$ cat config.mk
export PLATFORM = sky130hd
export DESIGN_NAME = dmem_arbiter
export DESIGN_NICKNAME = d
export VERILOG_FILES = /design/src/rtl/dmem_arb_pkg.sv /design/src/rtl/dmem_arb_wait_ctr.sv /design/src/rtl/dmem_arbiter.sv
export SDC_FILE = /design/constraint.sdc
export NUM_CORES = 1
export LEC_CHECK = 0
export ABC_AREA = 0
export CORE_AREA = 2 2 93 95
export DETAILED_ROUTE_END_ITERATION = 6
export DIE_AREA = 0 0 95 97
export PLACE_DENSITY = 0.75
export SLEW_MARGIN = 20
export SYNTH_ARGS = -nofsm -noshare
export SYNTH_HDL_FRONTEND = slang
export SYNTH_HIERARCHICAL = 1
export SYNTH_SLANG_ARGS = --single-unit
$ cat constraint.sdc
create_clock -name clock -period 1.21 [get_ports clock]
set_input_delay 0.3025 -clock clock [delete_from_list [all_inputs] [get_ports clock]]
set_output_delay 0.3025 -clock clock [all_outputs]
set_load 0.01 [all_outputs]
$ cat src/rtl/dmem_arb_pkg.sv
// Shared encodings and default widths for the dmem arbiter slice.
package dmem_arb_pkg;
  localparam int ADDR_W_DEF   = 12;
  localparam int DATA_W_DEF   = 32;
  localparam int MAX_WAIT_DEF = 4;
  localparam int CNT_W        = 4;

  typedef enum logic [1:0] {
    OWN_NONE = 2'd0,
    OWN_P    = 2'd1,
    OWN_D    = 2'd2
  } owner_e;

  typedef enum logic {
    ST_NORMAL  = 1'b0,
    ST_FORCE_D = 1'b1
  } state_e;
endpackage

$ cat src/rtl/dmem_arb_wait_ctr.sv
// Saturating loader wait counter; thr flags the last refusal before forcing.
module dmem_arb_wait_ctr
  import dmem_arb_pkg::*;
#(
  parameter int MAX_WAIT = MAX_WAIT_DEF
) (
  input  logic             clock,
  input  logic             reset,
  input  logic             inc,
  input  logic             clr,
  output logic [CNT_W-1:0] cnt,
  output logic             thr
);
  localparam logic [CNT_W-1:0] MAXV = CNT_W'(MAX_WAIT);
  localparam logic [CNT_W-1:0] THRV = CNT_W'(MAX_WAIT - 1);

  always_ff @(posedge clock) begin
    if (!reset)                  cnt <= '0;
    else if (clr)                cnt <= '0;
    else if (inc && cnt != MAXV) cnt <= cnt + 1'b1;
  end

  assign thr = (cnt == THRV);
endmodule

$ cat src/rtl/dmem_arbiter.sv
// Processor / loader arbiter for the single-port dmem syncram.
module dmem_arbiter
  import dmem_arb_pkg::*;
#(
  parameter int ADDR_W   = ADDR_W_DEF,
  parameter int DATA_W   = DATA_W_DEF,
  parameter int MAX_WAIT = MAX_WAIT_DEF
) (
  input  logic              clock,
  input  logic              reset,
  input  logic              p_req,
  input  logic              p_we,
  input  logic [ADDR_W-1:0] p_addr,
  input  logic [DATA_W-1:0] p_wdata,
  output logic              p_gnt,
  output logic              p_stall,
  output logic              p_rvalid,
  output logic [DATA_W-1:0] p_rdata,
  input  logic              d_req,
  input  logic              d_we,
  input  logic [ADDR_W-1:0] d_addr,
  input  logic [DATA_W-1:0] d_wdata,
  output logic              d_gnt,
  output logic              d_rvalid,
  output logic [DATA_W-1:0] d_rdata,
  output logic [ADDR_W-1:0] address_dmem,
  output logic [DATA_W-1:0] data,
  output logic              wren,
  input  logic [DATA_W-1:0] q_dmem
);
  state_e           state_q, state_d;
  owner_e           owner_q, owner_d;
  logic [CNT_W-1:0] wait_cnt;
  logic             wait_thr;

  dmem_arb_wait_ctr #(.MAX_WAIT(MAX_WAIT)) u_wait (
    .clock (clock),
    .reset (reset),
    .inc   (d_req & ~d_gnt),
    .clr   (d_gnt | ~d_req),
    .cnt   (wait_cnt),
    .thr   (wait_thr)
  );

  // grants are held low while reset is asserted
  always_comb begin
    p_gnt   = 1'b0;
    d_gnt   = 1'b0;
    state_d = state_q;
    if (reset) begin
      case (state_q)
        ST_NORMAL: begin
          p_gnt = p_req;
          d_gnt = d_req & ~p_req;
          if (wait_thr && d_req && !d_gnt) state_d = ST_FORCE_D;
        end
        ST_FORCE_D: begin
          d_gnt = d_req;
          p_gnt = p_req & ~d_req;
          if (d_gnt || !d_req) state_d = ST_NORMAL;
        end
        default: state_d = ST_NORMAL;
      endcase
    end
  end

  always_comb begin
    address_dmem = '0;
    data         = '0;
    wren         = 1'b0;
    owner_d      = OWN_NONE;
    if (p_gnt) begin
      address_dmem = p_addr;
      data         = p_wdata;
      wren         = p_we;
      if (!p_we) owner_d = OWN_P;
    end else if (d_gnt) begin
      address_dmem = d_addr;
      data         = d_wdata;
      wren         = d_we;
      if (!d_we) owner_d = OWN_D;
    end
  end

  always_ff @(posedge clock) begin
    if (!reset) begin
      state_q <= ST_NORMAL;
      owner_q <= OWN_NONE;
    end else begin
      state_q <= state_d;
      owner_q <= owner_d;
    end
  end

  assign p_stall  = p_req & ~p_gnt;
  assign p_rvalid = (owner_q == OWN_P);
  assign d_rvalid = (owner_q == OWN_D);
  assign p_rdata  = p_rvalid ? q_dmem : '0;
  assign d_rdata  = d_rvalid ? q_dmem : '0;
endmodule

==> run_results.csv <==
group,metric,value,unit
yosys,ys_types,26,
route,antenna_left,0,
clock_tree,htreeDepth,1,
clock_tree,clock_latency,0.23,ns
setup_path,ff2ff_path_depth,7,
power,vdd_drop_max,0.266,mV
route,vias,2975,
power,switchingPower,664,µW
finish,layout-drive-gt1-share,53.7,%
timing,fin_ws,-0.417,ns
global_routing,antenna_found_initial,2,
setup_path,worstSetupStartpoint,"owner_q[1]",
global_routing,grt_usage,20.4,%
timing,slew_headroom,83.6,%
global_routing,gr-total-overflow,0,
worst_hold_path,hold_depth,2,
yosys,synth_top_area_share,23.4,%
route,wl_per_cell,17.0,µm
timing,clock.fmax,615,MHz
setup_path,arrival,1.32,ns
power,seq_power_share,12.0,%
placement,gp_congestion,0.766,
yosys,yosysWarnings,6,
timing,period_needed,1.63,ns
finish,post-route-util,61.7,%
floorplan,coreArea,0.00813,mm²
yosys,ys_seq_area_share,8.05,%
global_routing,grt_pass1_wl,15.0,mm
global_routing,grt_pass1_vias,3060,
setup_path,cp.required,0.91,ns
timing,period_share,134,%
floorplan,start_util,21.4,%
timing,fin_worst_skew,0.000582,ns
run_status,violations,"setup timing",
power,p_int,1330,µW
clock_tree,cts_root_buf,"clkbuf_8",
placement,dpl.hpwl,7.30,mm
finish,syn_to_final_growth,188,%
clock_tree,cts_buffer_depth,2,
run_status,run_status,"complete, but fails checks",
yosys,ys_ff_latch,7,
timing,max_slew.worst_pin.slew,0.246,ns
floorplan,fp-row-count,33,
finish,mostFrequentLayoutCell,"clkdlybuf4s50_1",
power,powerDensity,398,mW/mm²
clock_tree,cts_inserted_buffers,3,
route,initialDrtViolationCount,58,
yosys,postSynthNetCount,401,
route,wl,10.8,mm
placement,port_buffers,239,
floorplan,die_x,95,µm
power,finalPower,2000,µW
clock_tree,cts_tree,"yes",
floorplan,ios,240,
finish,fin_area,0.00502,mm²
worst_hold_path,min_from,"u_wait/cnt[0]",
yosys,synthTopCellsByArea,"and2_1, o22ai_2, nand2_1",
power,power_frac_comb,71.4,%
timing,finalHoldViolCount,0,
floorplan,die-area,0.00922,mm²
yosys,avgSynthCellArea,6.38,µm²
power,p_leak,0.00222,µW
power,pwr-share-clk,16.7,%
clock_tree,clk_pin_slew,0.04,ns
power,p_sw_share,33.2,%
floorplan,chipHeight,97,µm
global_routing,grt_max_degree,48,
placement,place_ws,-1.06,ns
timing,setup_viol,118,
clock_tree,ctsHoldBuffers,0,
timing,slew_violations,0,
yosys,yosys.area.top_type,"and2_1",
setup_path,critPathCaptureType,"output pin",
run,max_cap_viol_count,0,
clock_tree,cts_sinks,7,
worst_hold_path,hold_path.class,"reg -> reg",
setup_path,worstReg2RegStart,"state_q",
route,viasPerCell,4.69,
route,drc_errors,0,
timing,hold_slack,0.484,ns
finish,fin_nets,656,
finish,most-common-layout-cells,"clkdlybuf4s50_1, nand2_1, buf_6, and2_4, buf_2",
placement,post_dp_cell_area,0.00439,mm²
setup_path,critPathLaunchType,"flip-flop",
route,drt-pass1-iter-count,4,
yosys,synthCells,273,
timing,rsz0062_at_grt,"yes",
setup_path,critPathMaxFanout,8,
setup_path,path_class,"reg -> out",
yosys,syn_area,0.00174,mm²
[cell usage after synthesis]
cell type  count
a21boi_0       1
a21oi_1        4
a21oi_2        1
and2_1        65
and2b_1        2
and3b_1        1
buf_2         10
buf_4          5
buf_6          4
clkbuf_1       7
dfxtp_1        7
ha_1           2
inv_1          5
nand2_1       96
nand2b_2       1
nand3_1        4
nand3b_1       1
nand4_1        1
nor2_1         3
nor3_1         3
nor3b_1        1
o21ai_0        2
o22ai_1       15
o22ai_2       30
or2b_2         1
or3_1          1
[kinds of logic (layout without fill, tap and decap cells)]
logic type	Yosys count	count (layout)	share of synthesized area, %
other	0	2	0
flip-flops	7	7	8.05
buffers and inverters	31	285	10.2
AO/OA/AOI/OAI	53	53	29.6
adder cells (fa/ha/maj)	2	2	1.44
AND/OR/NAND/NOR	180	180	50.7
[critical path, cell delays in order (launching register included)]
cell,delay [ns]
dfxtp_2,0.31
and2b_4,0.36
clkbuf_16,0.19
and2_4,0.14
buf_6,0.09
[state kept, by name, indices dropped and copies added, names as in the netlist]
register	flops
u_wait/cnt	4
state_q	1
owner_q	2
[power by group through the flow]
stage | clock network [µW] | registers, µW | logic (µW)
4_1_cts | 338 | 238 | 1290
5_1_grt | 355 | 239 | 1520
6_report | 333 | 239 | 1430
3_5_place_dp | 0 | 242 | 1250
3_3_place_gp | 0 | 241 | 1240
2_1_floorplan | 0 | 241 | 474
[worst paths after layout]
check	slack (ns)	to
setup reg to reg	-0.25	u_wait/cnt[3]
hold reg to reg	0.48	u_wait/cnt[0]
setup / recovery	-0.42	p_rdata[24]
hold / removal	0.48	u_wait/cnt[0]
[layout make-up]
| cell class | instances | area [µm²] |
|---|---|---|
| Multi-Input combinational cell | 235 | 1780 |
| Fill cell | 676 | 3120 |
| Antenna cell | 2 | 5.00 |
| Timing Repair Buffer | 276 | 2890 |
| Inverter | 5 | 18.8 |
| Tap cell | 105 | 131 |
| Clock buffer | 4 | 45.0 |
| Sequential cell | 7 | 145 |
[timing repair]
| action | in CTS | in global routing |
|---|---|---|
| cloned | 10 | 4 |
| buffers inserted | 4 | 2 |
| gates resized for setup | 509 | 140 |
| endpoints found under the setup margin | 118 | 118 |
| pin swaps | 53 | 52 |
| hold endpoints to repair | 0 | 0 |
[per-layer routing]
layer | routed length (µm) | vias to the layer above | share of wire, % | track usage, %
met5 | 0 | - | 0 | 0
met4 | 330 | 0 | 3.1 | 7.58
met3 | 975 | 25 | 9.0 | 5.53
met2 | 5920 | 181 | 55 | 40.3
met1 | 3560 | 1346 | 33 | 19.2
li1 | - | 1423 | - | -
[metrics by stage]
stage | setup TNS, ns | cells
after floorplan | -1.79 | 273
after global placement | -84.55 | 610
after global routing | -48.21 | 634
after CTS | -41.61 | 628
final | -43.18 | 634
after detailed placement | -85.31 | 610
Note: power is estimated with default switching activity, not from simulation.
